$ cat config.mk
export PLATFORM = sky130hd
export DESIGN_NAME = hazard_ctrl
export DESIGN_NICKNAME = d
export VERILOG_FILES = /design/src/rtl/hazard_ctrl_pkg.sv /design/src/rtl/hazard_mc_counter.sv /design/src/rtl/hazard_ctrl.sv
export SDC_FILE = /design/constraint.sdc
export NUM_CORES = 1
export LEC_CHECK = 0
export BUFFER_PORTS_ARGS = -buffer_cell sky130_fd_sc_hd__buf_2
export CAP_MARGIN = 5
export CORE_UTILIZATION = 48
export DETAILED_ROUTE_END_ITERATION = 7
export GPL_TIMING_DRIVEN = 0
export HOLD_SLACK_MARGIN = 0.05
export PLACE_DENSITY = 0.74
export SETUP_SLACK_MARGIN = 0.3
export SYNTH_ARGS = -nofsm -noshare
export SYNTH_HDL_FRONTEND = slang
export SYNTH_SLANG_ARGS = --single-unit
$ cat constraint.sdc
create_clock -name clk_i -period 2.16 [get_ports clk_i]
set_input_delay 0.216 -clock clk_i [delete_from_list [all_inputs] [get_ports clk_i]]
set_output_delay 0.216 -clock clk_i [all_outputs]
set_load 0.05 [all_outputs]
$ cat src/rtl/hazard_ctrl_pkg.sv
// Shared encodings for the hazard/control unit: register modes, FSM states
// and the GPR address width.
package hazard_ctrl_pkg;

  localparam int GPR_ADDR_SPACE = 5;
  localparam int MC_CNT_W       = 8;

  // 2'b11 is reserved; consumers treat it as Normal.
  typedef enum logic [1:0] {
    MODE_NORMAL = 2'b00,
    MODE_STALL  = 2'b01,
    MODE_FLUSH  = 2'b10
  } mode_t;

  typedef enum logic [1:0] {
    RUN      = 2'd0,
    MC_BUSY  = 2'd1,
    MEM_WAIT = 2'd2
  } hz_state_t;

endpackage

$ cat src/rtl/hazard_mc_counter.sv
// Latency counter for multicycle EXE ops: load, decrement or freeze;
// done_o flags the final residency cycle (count == 1).
module hazard_mc_counter
  import hazard_ctrl_pkg::*;
#(
  parameter int MC_LATENCY = 32
) (
  input  logic clk_i,
  input  logic rst_i,
  input  logic load_i,
  input  logic dec_i,
  input  logic clr_i,
  output logic done_o
);

  localparam logic [MC_CNT_W-1:0] LOAD_VAL = MC_CNT_W'(MC_LATENCY - 1);

  logic [MC_CNT_W-1:0] cnt_reg;

  always_ff @(posedge clk_i) begin
    if (rst_i || clr_i) begin
      cnt_reg <= '0;
    end else if (load_i) begin
      cnt_reg <= LOAD_VAL;
    end else if (dec_i) begin
      cnt_reg <= cnt_reg - MC_CNT_W'(1);
    end
  end

  assign done_o = (cnt_reg == MC_CNT_W'(1));

endmodule

$ cat src/rtl/hazard_ctrl.sv
// Pipeline hazard/control unit: resolves memory wait, multicycle EXE,
// taken branches and load-use per cycle into per-register Normal/Stall/Flush modes.
module hazard_ctrl
  import hazard_ctrl_pkg::*;
#(
  parameter int MC_LATENCY = 32,
  parameter int CNT_WIDTH  = 32
) (
  input  logic                      clk_i,
  input  logic                      rst_i,
  input  logic [GPR_ADDR_SPACE-1:0] id_rs1_addr_i,
  input  logic                      id_rs1_re_i,
  input  logic [GPR_ADDR_SPACE-1:0] id_rs2_addr_i,
  input  logic                      id_rs2_re_i,
  input  logic [GPR_ADDR_SPACE-1:0] ex_rd_addr_i,
  input  logic                      ex_rd_we_i,
  input  logic                      ex_mem_re_i,
  input  logic                      ex_branch_taken_i,
  input  logic                      ex_mc_op_i,
  input  logic                      dmem_busy_i,
  output logic [1:0]                pc_mode_o,
  output logic [1:0]                if_id_mode_o,
  output logic [1:0]                id_exe_mode_o,
  output logic [1:0]                exe_mem_mode_o,
  output logic [1:0]                mem_wb_mode_o,
  output logic                      mc_done_o,
  output logic [CNT_WIDTH-1:0]      stall_cnt_o
);

  hz_state_t state_reg, state_next;
  hz_state_t saved_reg, saved_next;
  hz_state_t eff_state;

  mode_t pc_mode, if_id_mode, id_exe_mode, exe_mem_mode, mem_wb_mode;
  logic  mc_done;
  logic  cnt_load, cnt_dec, cnt_clr, cnt_done;
  logic  load_use;

  logic [GPR_ADDR_SPACE-1:0] src_addr [2];
  logic [1:0]                src_re;
  logic [1:0]                src_hit;

  logic [CNT_WIDTH-1:0] stall_cnt_reg;

  assign src_addr[0] = id_rs1_addr_i;
  assign src_addr[1] = id_rs2_addr_i;
  assign src_re      = {id_rs2_re_i, id_rs1_re_i};

  for (genvar gi = 0; gi < 2; gi++) begin : g_src
    assign src_hit[gi] = src_re[gi] && (src_addr[gi] == ex_rd_addr_i);
  end

  assign load_use = ex_mem_re_i && ex_rd_we_i && (ex_rd_addr_i != '0) && (|src_hit);

  // MEM_WAIT is transparent once busy drops: act as the state saved on entry.
  assign eff_state = (state_reg == MEM_WAIT) ? saved_reg : state_reg;

  hazard_mc_counter #(
    .MC_LATENCY(MC_LATENCY)
  ) u_mc_counter (
    .clk_i (clk_i),
    .rst_i (rst_i),
    .load_i(cnt_load),
    .dec_i (cnt_dec),
    .clr_i (cnt_clr),
    .done_o(cnt_done)
  );

  always_comb begin
    pc_mode      = MODE_NORMAL;
    if_id_mode   = MODE_NORMAL;
    id_exe_mode  = MODE_NORMAL;
    exe_mem_mode = MODE_NORMAL;
    mem_wb_mode  = MODE_NORMAL;
    mc_done      = 1'b0;
    cnt_load     = 1'b0;
    cnt_dec      = 1'b0;
    cnt_clr      = 1'b0;
    state_next   = eff_state;
    saved_next   = saved_reg;
    if (rst_i) begin
      pc_mode      = MODE_FLUSH;
      if_id_mode   = MODE_FLUSH;
      id_exe_mode  = MODE_FLUSH;
      exe_mem_mode = MODE_FLUSH;
      mem_wb_mode  = MODE_FLUSH;
    end else if (dmem_busy_i) begin
      pc_mode      = MODE_STALL;
      if_id_mode   = MODE_STALL;
      id_exe_mode  = MODE_STALL;
      exe_mem_mode = MODE_STALL;
      mem_wb_mode  = MODE_FLUSH;
      state_next   = MEM_WAIT;
      saved_next   = eff_state;
    end else if (eff_state == MC_BUSY && !cnt_done) begin
      pc_mode      = MODE_STALL;
      if_id_mode   = MODE_STALL;
      id_exe_mode  = MODE_STALL;
      exe_mem_mode = MODE_FLUSH;
      cnt_dec      = 1'b1;
    end else if (eff_state == MC_BUSY) begin
      // Done cycle: the op advances, so ex_mc_op_i here belongs to it.
      mc_done    = 1'b1;
      cnt_clr    = 1'b1;
      state_next = RUN;
    end else if (ex_mc_op_i) begin
      pc_mode      = MODE_STALL;
      if_id_mode   = MODE_STALL;
      id_exe_mode  = MODE_STALL;
      exe_mem_mode = MODE_FLUSH;
      cnt_load     = 1'b1;
      state_next   = MC_BUSY;
    end else if (ex_branch_taken_i) begin
      if_id_mode  = MODE_FLUSH;
      id_exe_mode = MODE_FLUSH;
    end else if (load_use) begin
      pc_mode     = MODE_STALL;
      if_id_mode  = MODE_STALL;
      id_exe_mode = MODE_FLUSH;
    end
  end

  always_ff @(posedge clk_i) begin
    if (rst_i) begin
      state_reg     <= RUN;
      saved_reg     <= RUN;
      stall_cnt_reg <= '0;
    end else begin
      state_reg <= state_next;
      saved_reg <= saved_next;
      if (pc_mode == MODE_STALL && stall_cnt_reg != '1) begin
        stall_cnt_reg <= stall_cnt_reg + CNT_WIDTH'(1);
      end
    end
  end

  assign pc_mode_o      = pc_mode;
  assign if_id_mode_o   = if_id_mode;
  assign id_exe_mode_o  = id_exe_mode;
  assign exe_mem_mode_o = exe_mem_mode;
  assign mem_wb_mode_o  = mem_wb_mode;
  assign mc_done_o      = mc_done;
  assign stall_cnt_o    = stall_cnt_reg;

endmodule

==> results of run 1 <==
[cell type report]
type	count	area (µm²)	area share, %
buffer	19	198	4.79
clock buffer	8	123	2.97
tap	70	87.6	2.12
timing repair buffer	92	656	15.9
sequential	44	953	23.1
inverter	6	26.3	0.637
multi-input combinational	243	2080	50.5
[cell families after synthesis]
family / after synthesis
mux: 3
other cells: 1
flops: 44
compound gates: 76
simple gates: 144
xor+xnor: 16
fa+ha+maj: 3
buf+inv: 25
[per-layer routing]
metal	track usage, %	wire, µm
met3	6.35	699
met2	48.4	4340
met1	37.1	3610
met4	12.8	345
met5	0	0
[metrics by stage]
stage                     cell area (µm²)  hold slack [ps]  std cells  total power, mW  utilization, %
after floorplan                      2770              386        312             1.05               -
after global placement               3170              469        446             1.13            61.3
after detailed placement             3170              476        446             1.14            61.3
after CTS                            3730              302        468             1.86            72.0
after global routing                 4130              385        482             1.99            79.8
final                                4130              347        482             1.93            79.8
[power breakdown]
part | internal (mW) | switching (mW) | total, mW
Combinational | 0.191 | 0.242 | 0.433
Sequential | 0.814 | 0.0218 | 0.835
Clock | 0.370 | 0.295 | 0.665
[placed cells by master, fill, tap and decap left out, drive strengths merged, types with 9 or more instances in the layout]
cell / Yosys / routed
or4: 12 / 12
a21oi: 24 / 24
buf: 9 / 99
nor2: 20 / 20
clkbuf: 10 / 20
nand4: 17 / 17
nand2: 18 / 18
nor4: 9 / 9
xnor2: 11 / 11
o21ai: 14 / 14
nor3: 10 / 10
dfxtp: 44 / 44
nand3: 19 / 19
o31ai: 10 / 10
[how the worst min path moves through the flow]
stage,slack (ps),end,depth (start not counted),start
after floorplan,390,state_reg[0],2,ex_mc_op_i
after global placement,470,stall_cnt_o[12],1,stall_cnt_o[12]
after detailed placement,480,stall_cnt_o[12],1,stall_cnt_o[12]
after CTS,300,state_reg[1],4,ex_mc_op_i
after global routing,380,state_reg[1],4,ex_mc_op_i
final,350,state_reg[1],4,ex_mc_op_i
[worst min-delay path, delay by kind of cell]
family,cells,cell delay (ps)
simple gates,3,200
buf+inv,1,200
[repair_timing]
item,in CTS,in global routing
gates resized for setup,67,67
gates cloned,1,2
buffers inserted,13,12
endpoints found under the setup margin,43,47
pin swaps,23,37
endpoints found under the hold margin,0,0
==> key figures, run 1 <==
Run status
  – Run status: complete, but fails checks
  – Violated checks: setup timing

Power and ir drop
  – Worst VDD drop: 0.000306 V
  – PD cells: 468 nW/µm²
  – LEAKAGE: 1.57 nW

Yosys
  – Most instantiated cells after synthesis: 44 x dfxtp_1, 23 x a21oi_1, 19 x nand3_1, 19 x nor2_1
  – Leading area contributor after synthesis: dfxtp_1
  – Number of synthesized register bits: 44
  – Yosys Warn Count: 0
  – Ys flop type: dfxtp_1
  – Syn_nets: approximately 340
  – Register area share after synthesis: between 30% and 40%
  – Synth Area in Compound Gates: about a fifth
  – Netlist Area Pre-Place: 2600 µm²
  – Top cells by area, synth: dfxtp_1 34%, a21oi_1 4.4%, nand4_1 4.1%, xnor2_1 3.7%, nand3_1 3.7%
  – Syn Inst Count: 312
  – Count leader, synth: dfxtp_1
  – Number of synthesized flops with an enable pin: 0
  – Synth async-reset ratio: 0%
  – Main combinational cell family by area after synthesis: simple AND/OR/NAND/NOR gates
  – Xor-xnor portion of the synthesized cell area: 5.39%
  – Multiplexer share of the synthesized area: roughly 1.3%
  – Simple-gate share of the synthesized area: 33.5%
  – Adder-cell area share of the yosys netlist: 1.45%
  – Library cells used by synthesis: 55
  – Top cell type's share of synthesized area: around a third
  – Syn avg cell area: 8.33 µm²

Clock network
  – CTS Buf Count: 5
  – CTS tree: yes
  – # H-tree levels: 2
  – Root buffer cell: clkbuf_8
  – Post-CTS Hold Fix Bufs: 0
  – Longest Clk Path Bufs: 2
  – Num Clock Sinks: 44
  – CTS clk-pin slew, worst paths: about 90 ps
  – Clk_lat worst skew: approximately 300 ps

STA
  – Hold Fails Final Rpt: 0
  – Slew Limit Fails: 0
  – Crit path time final: 2370 ps
  – # setup viols final: 28
  – Fmax: 0.422 GHz
  – RSZ-0062 raised after global routing: true
  – Slew headroom: ~51%
  – Final setup TNS: -2610 ps
  – Slew at the pin closest to its max-slew limit: 741 ps
  – Setup ws final: -209 ps
  – Setup Skew: 10.7 ps
  – Final period utilization: 110%

Layout
  – Max FFs per register: 32
  – Nets: 438
  – N_diodes: 0
  – Fill count: 311
  – Area Overhead vs Synth: 58.9%
  – Layout cells sized above 1: between 50 and 60%

Worst setup path
  – Arrival @ worst endpoint: 2150 ps
  – CP Buf/Inv Count: 5
  – Reg-to-Reg Start: saved_reg[1]
  – CP endpoint: pc_mode_o[0]
  – Worst setup path start: u_mc_counter.cnt_reg[4]
  – Cell depth of the worst setup path: 9
  – Crit-path max FO: 5
  – Critical-path cell list: nor4_4 > o2111a_2 > o21bai_4 > a21oi_4 > buf_6 > buf_8 > clkinvlp_4 > buf_8 > buf_6
  – Slowest CP cell: dfxtp_2
  – Top Family by Delay on Critical Path: buffers and inverters
  – FF-to-FF setup slack: -190 ps
  – Worst path required time: 1940 ps
  – WS Path Type: reg2out
  – Worst-case reg-to-reg path depth: 10
  – CP Launch Type: flop
  – Crit Reg-Reg Endpoint: stall_cnt_o[18]
  – Slowest cell delay on critical path: around 360 ps
  – CP Capture Type: output port

Global routing
  – Gr usage total: 29.4%
  – First-pass GRT wire length: 12700 µm
  – Largest net degree at the start of global routing: 15
  – Vias in the first global route: 2617
  – Initial antenna violation count: 0
  – Total grt overflow: 0

Floorplanning
  – Initial Util: 50.2%
  – Die area: around 5700 µm²
  – Die width: 75.6 µm
  – Core Region: roughly 5200 µm²
  – Rows: 26
  – Chip Height: 75.6 µm
  – Top-level port count: 67

Placed design
  – DP Wirelength: 5070 µm
  – Dpl ws: -318 ps
  – I/O Buffers: 64
  – GP Congestion: 0.853

Routing
  – Vias per Instance: 6.48
  – Final wirelength: 8990 µm
  – Pre-Repair DR Iteration Count: 5
  – Vias after detailed routing: 3121
  – Wire length per cell: 18.6 µm
  – Drt drc: 0
  – Detailed router's first-iteration violation count: 306
  – DRT antenna net count: 0

Job
  – Max Cap Viol: 0

Worst hold path
  – HP Class: in2reg
Note: power is estimated with default switching activity, not from simulation.
==> run 2, diff against run 1 <==
==> constraint.sdc (replaced) <==
create_clock -name clk_i -period 2.16 [get_ports clk_i]
set_input_delay 0 -clock clk_i [delete_from_list [all_inputs] [get_ports clk_i]]
set_output_delay 0 -clock clk_i [all_outputs]
set_load 0.05 [all_outputs]
==> key figures, run 2 (synthesis gave the netlist of run 1 again) <==
Floorplanning
  – Rows: 26 (unchanged)
  – Initial Util: 50.2% (unchanged)
  – Top-level port count: 67 (unchanged)
  – Die width: 75.6 µm (unchanged)
  – Chip Height: 75.6 µm (unchanged)
  – Die area: 5710 µm² (unchanged)
  – Core Region: 5170 µm² (unchanged)

Layout
  – Nets: 474 (+8.2%)
  – Area Overhead vs Synth: 76.3%
  – N_diodes: 0 (unchanged)
  – Max FFs per register: 32 (unchanged)
  – Final instance area: 4580 µm² (+11%)
  – Commonest non-fill, non-tap cell in the layout: buf_2
  – Layout cells sized above 1: 58.5% (+5.6 points)
  – Most frequent cells in the layout: 59 x buf_2, 37 x buf_4, 24 x buf_6, 23 x dfxtp_2, 17 x nand4_1
  – Fill count: 219 (-30%)
  – Final cell count without fillers: 518 (+7.5%)

Clock network
  – Post-CTS Hold Fix Bufs: 0 (unchanged)
  – CTS tree: yes
  – CTS Buf Count: 5 (unchanged)
  – # H-tree levels: 2 (unchanged)
  – Root buffer cell: clkbuf_8
  – Longest Clk Path Bufs: 2 (unchanged)
  – Clk_lat worst skew: 310 ps (about the same)
  – CTS clk-pin slew, worst paths: 90 ps (about the same)
  – Num Clock Sinks: 44 (unchanged)

STA
  – Setup ws final: -258 ps (-48.5 ps)
  – WHS: 168 ps (-179 ps)
  – RSZ-0062 raised after global routing: true
  – Slew headroom: 43.7% (-6.9 points)
  – Fmax: 0.414 GHz (-2.0%)
  – Slew Limit Fails: 0 (unchanged)
  – # setup viols final: 30 (+7.1%)
  – Final setup TNS: -2740 ps (-124 ps)
  – Crit path time final: 2420 ps (+48.5 ps)
  – Hold Fails Final Rpt: 0 (unchanged)
  – Final period utilization: 112% (+2.2 points)
  – Setup Skew: 8.84 ps (-1.83 ps)
  – Slew at the pin closest to its max-slew limit: 844 ps (+103 ps)

Routing
  – Detailed router's first-iteration violation count: 482 (+58%)
  – Pre-Repair DR Iteration Count: 7 (+2)
  – Wire length per cell: 23.3 µm (+25%)
  – Vias per Instance: 6.65 (+2.7%)
  – Final wirelength: 12100 µm (+34%)
  – DRT antenna net count: 0 (unchanged)
  – Drt drc: 0 (unchanged)
  – Vias after detailed routing: 3445 (+10%)

Worst setup path
  – CP Launch Type: flop
  – Arrival @ worst endpoint: 2590 ps (+440 ps)
  – Worst path required time: 2340 ps (+400 ps)
  – FF-to-FF setup slack: -260 ps (-70 ps)
  – CP Capture Type: flop
  – Crit-path max FO: 5 (unchanged)
  – WS Path Type: reg2reg

Global routing
  – First-pass GRT wire length: 14200 µm (+12%)
  – GR met3 Demand/Resource: 7.28% (+0.93 points)
  – Met1 Use GR: 38.6% (+1.5 points)
  – Largest net degree at the start of global routing: 13 (-2)
  – Initial antenna violation count: 0 (unchanged)
  – Gr usage total: 33.4% (+4.0 points)
  – Vias in the first global route: 2945 (+13%)
  – Gr busiest metal: met2
  – Met2 usage: 55.9% (+7.4 points)
  – Total grt overflow: 0 (unchanged)

Power and ir drop
  – LEAKAGE: 1.76 nW (+12%)
  – PD cells: 412 nW/µm² (-12%)
  – Worst VDD drop: 0.000358 V (+17%)

Placed design
  – GP Congestion: 0.881 (+3.3%)
  – DP Wirelength: 4930 µm (-2.8%)
  – DP Area: 3160 µm² (-0.55%)
  – I/O Buffers: 64 (unchanged)
  – Placed Cells: 446 (unchanged)
  – Dpl ws: -175 ps (+143 ps)

Worst hold path
  – HP Class: in2reg

Run status
  – Violated checks: setup timing
  – Run status: complete, but fails checks

Job
  – Max Cap Viol: 0 (unchanged)
run 2: cell count changes in the layout (fill, tap and decap cells not counted), moves of 6 or more:
cell	delta
buf_4	+16
buf_6	+11
nand3_1	-6
o21ai_2	-6
run 2: area by class of cell:
cell class	instances	area [µm²]	share of cell area [%]
Multi-Input combinational cell	243	2180	47.6
Timing Repair Buffer	128	1050	22.9
Sequential cell	44	951	20.8
Buffer	19	199	4.34
Clock buffer	8	90.1	1.97
Tap cell	70	87.6	1.91
Inverter	6	26.3	0.574
run 2: worst paths after layout:
path | startpoint | to | depth (start not counted)
worst max register to register | stall_cnt_o[0] | stall_cnt_o[26] | 8
worst min-delay path | ex_mc_op_i | state_reg[0] | 3
worst min register to register | stall_cnt_o[23] | stall_cnt_o[23] | 2
worst max-delay path | stall_cnt_o[0] | stall_cnt_o[26] | 8
run 2: critical path, cell delays in order, from the launching register on:
cell and delay, ps:
dfxtp_4 390, ha_4 160, nand4_1 140, nor4_4 460
buf_4 210, buf_6 100, nand4_1 280, o311ai_4 390
o41ai_4 150
run 2: power by group:
| part | total, mW | internal (mW) | switching (mW) |
|---|---|---|---|
| combinational | 0.488 | 0.220 | 0.268 |
| clock | 0.562 | 0.262 | 0.300 |
| sequential | 0.836 | 0.814 | 0.0215 |
run 2: what timing repair did:
action,4_1_cts,5_1_grt
resized for setup,82,86
setup buffers,31,27
pin swaps,47,46
gates cloned,5,1
endpoints found under the setup margin,35,46
run 2: per-layer routing:
metal  vias to the layer above  part of all wire [%]
met4                         0                   7.5
li1                       1466                     -
met2                       297                    45
met1                      1583                    37
met3                        99                    10
met5                         -                     0
run 2: per-stage QoR:
step                total power [mW]  utilization (%)
floorplan                       1.05                -
detailed placement              1.13             61.0
CTS                             1.78             76.9
finish                          1.89             88.5
global route                    1.93             88.5
global placement                1.13             61.0
==> run 3, diff against run 2 <==
--- a/config.mk
+++ b/config.mk
@@ -7,11 +7,11 @@
 export LEC_CHECK = 0
 export BUFFER_PORTS_ARGS = -buffer_cell sky130_fd_sc_hd__buf_2
 export CAP_MARGIN = 5
-export CORE_UTILIZATION = 48
+export CORE_UTILIZATION = 53
 export DETAILED_ROUTE_END_ITERATION = 7
 export GPL_TIMING_DRIVEN = 0
 export HOLD_SLACK_MARGIN = 0.05
-export PLACE_DENSITY = 0.74
+export PLACE_DENSITY = 0.78
 export SETUP_SLACK_MARGIN = 0.3
 export SYNTH_ARGS = -nofsm -noshare
 export SYNTH_HDL_FRONTEND = slang
==> constraint.sdc (replaced) <==
create_clock -name clk_i -period 2.74 [get_ports clk_i]
set_input_delay 0 -clock clk_i [delete_from_list [all_inputs] [get_ports clk_i]]
set_output_delay 0 -clock clk_i [all_outputs]
set_load 0.05 [all_outputs]
==> key figures, run 3 (synthesis gave the netlist of run 1 again) <==
STA
  – Fmax: 0.419 GHz
  – Slew Limit Fails: 0 (unchanged)
  – Final period utilization: 87.0%
  – # setup viols final: 0 (-100%)
  – Final setup TNS: 0 ps (+2740 ps)
  – Setup ws final: 355 ps (+613 ps)
  – Slew at the pin closest to its max-slew limit: 681 ps (-163 ps)
  – Crit path time final: about 2400 ps
  – RSZ-0062 raised after global routing: true
  – Hold Fails Final Rpt: 0 (unchanged)
  – Slew headroom: 54.5% (+11 points)
  – Setup Skew: 11.4 ps (+2.55 ps)

Routing
  – Vias per Instance: 6.07 (-8.8%)
  – Detailed router's first-iteration violation count: 225 (-53%)
  – Pre-Repair DR Iteration Count: 5 (-2)
  – Wire length per cell: 14.8 µm (-37%)
  – Final wirelength: 6730 µm (-44%)
  – Drt drc: 0 (unchanged)
  – Vias after detailed routing: 2766 (-20%)
  – DRT antenna net count: 0 (unchanged)

Worst setup path
  – WS Path Type: reg2out
  – Arrival @ worst endpoint: 2380 ps (-210 ps)
  – Worst path required time: 2740 ps (+400 ps)
  – FF-to-FF setup slack: 380 ps (+640 ps)
  – Crit Reg-Reg Endpoint: stall_cnt_o[31]
  – Most common cell on crit path: buf_4
  – Crit-path max FO: 10 (+5)
  – Slowest cell delay on critical path: 350 ps (-110 ps)
  – CP Capture Type: output port
  – CP Launch Type: flop
  – Reg-to-Reg Start: state_reg[1]
  – Critical-path cell list: nor4bb_4 > or2_1 > nor4_2 > a21oi_4 > buf_6 > buf_4 > inv_1 > buf_4 > buf_2
  – Slowest CP cell: dfxtp_1
  – Worst-case reg-to-reg path depth: 8 (unchanged)

Placed design
  – I/O Buffers: 64 (unchanged)
  – GP Congestion: 0.807 (-8.4%)
  – DP Wirelength: 4860 µm (-1.3%)
  – Dpl ws: 266 ps (+441 ps)

Floorplanning
  – Initial Util: 55.0% (+4.8 points)
  – Chip Height: 72.0 µm (-4.7%)
  – Core Region: 4720 µm² (-8.7%)
  – Rows: 25 (-3.8%)
  – Die width: 72.0 µm (-4.7%)
  – Top-level port count: 67 (unchanged)
  – Die area: 5180 µm² (-9.2%)

Layout
  – Most frequent cells in the layout: 65 x buf_2, 42 x dfxtp_1, 23 x a21oi_1, 19 x nand3_1, 18 x nor2_1
  – Nets: 415 (-12%)
  – Max FFs per register: 32 (unchanged)
  – Fill count: 418 (+91%)
  – Area Overhead vs Synth: 23.7%
  – N_diodes: 0 (unchanged)
  – Layout cells sized above 1: 28.0% (-30 points)
  – Post-layout util: 68.1% (-20 points)
  – Commonest non-fill, non-tap cell in the layout: buf_2

Global routing
  – First-pass GRT wire length: 11000 µm (-23%)
  – Largest net degree at the start of global routing: 14 (+1)
  – Vias in the first global route: 2444 (-17%)
  – Gr usage total: 26.4% (-7.0 points)
  – Initial antenna violation count: 0 (unchanged)
  – Total grt overflow: 0 (unchanged)

Worst hold path
  – Hold endpoint: state_reg[0]
  – Hold Path Depth: 3 (unchanged)
  – HP Class: in2reg
  – HP Start: ex_mc_op_i

Power and ir drop
  – Combinational Power Share: 16.1% (-9.8 points)
  – Clock group share of total power: 35.4% (+5.6 points)
  – Internal Power: 1.00 mW (-23%)
  – P_sw: 0.369 mW (-37%)
  – PD cells: 426 nW/µm² (+3.5%)
  – LEAKAGE: 1.23 nW (-31%)
  – Worst VDD drop: 0.000250 V (-30%)
  – Sw frac: 27.0% (-4.3 points)
  – Sequential share of power: 48.6% (+4.3 points)

Clock network
  – Root buffer cell: clkbuf_8
  – CTS clk-pin slew, worst paths: 80 ps (about the same)
  – Longest Clk Path Bufs: 2 (unchanged)
  – Clk_lat worst skew: 290 ps (-20 ps)
  – CTS Buf Count: 5 (unchanged)
  – # H-tree levels: 2 (unchanged)
  – Post-CTS Hold Fix Bufs: 0 (unchanged)
  – Num Clock Sinks: 44 (unchanged)
  – CTS tree: yes

Run status
  – Run status: complete, no violations

Job
  – Max Cap Viol: 0 (unchanged)
[run 3: cell types whose count changed in the layout (fill, tap and decap cells not counted), moves of 9 or more]
cell,previous run,this run
buf_4,37,11
buf_6,24,2
a21oi_2,9,0
buf_8,10,0
dfxtp_4,11,0
a21oi_1,14,23
dfxtp_2,23,2
dfxtp_1,10,42
[run 3: critical path: cells and delay by family (launching register included)]
kind	cells	cell delay (ps)
AO/OA/AOI/OAI	1	120
buffers and inverters	5	820
flip-flops	1	350
AND/OR/NAND/NOR	3	800
[run 3: area by class of cell]
type / count / area (µm²) / share of cell area [%]
plain buffers: 19 / 111 / 3.46
clock buffers: 6 / 72.6 / 2.26
clock inverters: 2 / 35.0 / 1.09
inverters: 6 / 22.5 / 0.701
multi-input cells: 243 / 1650 / 51.3
flip-flops and latches: 44 / 883 / 27.5
well taps: 67 / 83.8 / 2.61
repair buffers: 69 / 358 / 11.1
[run 3: per-stage QoR]
| step | total power, mW | hold slack [ps] | std cells | instance area [µm²] |
|---|---|---|---|---|
| after floorplan | 0.825 | 98.8 | 312 | 2610 |
| after global placement | 0.884 | 367 | 443 | 3010 |
| after detailed placement | 0.887 | 364 | 443 | 3010 |
| after CTS | 1.38 | 53.0 | 452 | 3160 |
| after global routing | 1.43 | 86.8 | 456 | 3210 |
| final | 1.37 | 86.6 | 456 | 3210 |
[run 3: power groups by stage]
stage               clock network, mW  registers [mW]  logic, mW
floorplan                           0           0.685      0.140
global placement                    0           0.677      0.207
detailed placement                  0           0.678      0.209
CTS                             0.500           0.664      0.213
global route                    0.522           0.668      0.238
finish                          0.484           0.665      0.220
[run 3: worst max-delay path by stage]
stage	from	end	depth (start not counted)
6_report	state_reg[1]	pc_mode_o[0]	9
5_1_grt	u_mc_counter.cnt_reg[3]	pc_mode_o[0]	9
4_1_cts	u_mc_counter.cnt_reg[3]	pc_mode_o[0]	9
3_5_place_dp	stall_cnt_o[0]	stall_cnt_o[9]	8
3_3_place_gp	state_reg[1]	pc_mode_o[0]	9
2_1_floorplan	stall_cnt_o[4]	stall_cnt_o[31]	7
[run 3: timing repair]
action	in CTS	in global routing
gates resized for setup	6	8
pin swaps	3	1
setup buffers	1	4
setup endpoints to repair	11	18
[run 3: layer usage]
metal  vias up  part of all wire, %  GRT usage (%)
met5         -                    0              0
met4         0                 0.46           10.2
met3         8                  6.1           5.14
met2       118                   51           44.3
met1      1293                   42           33.5
li1       1347                    -              -
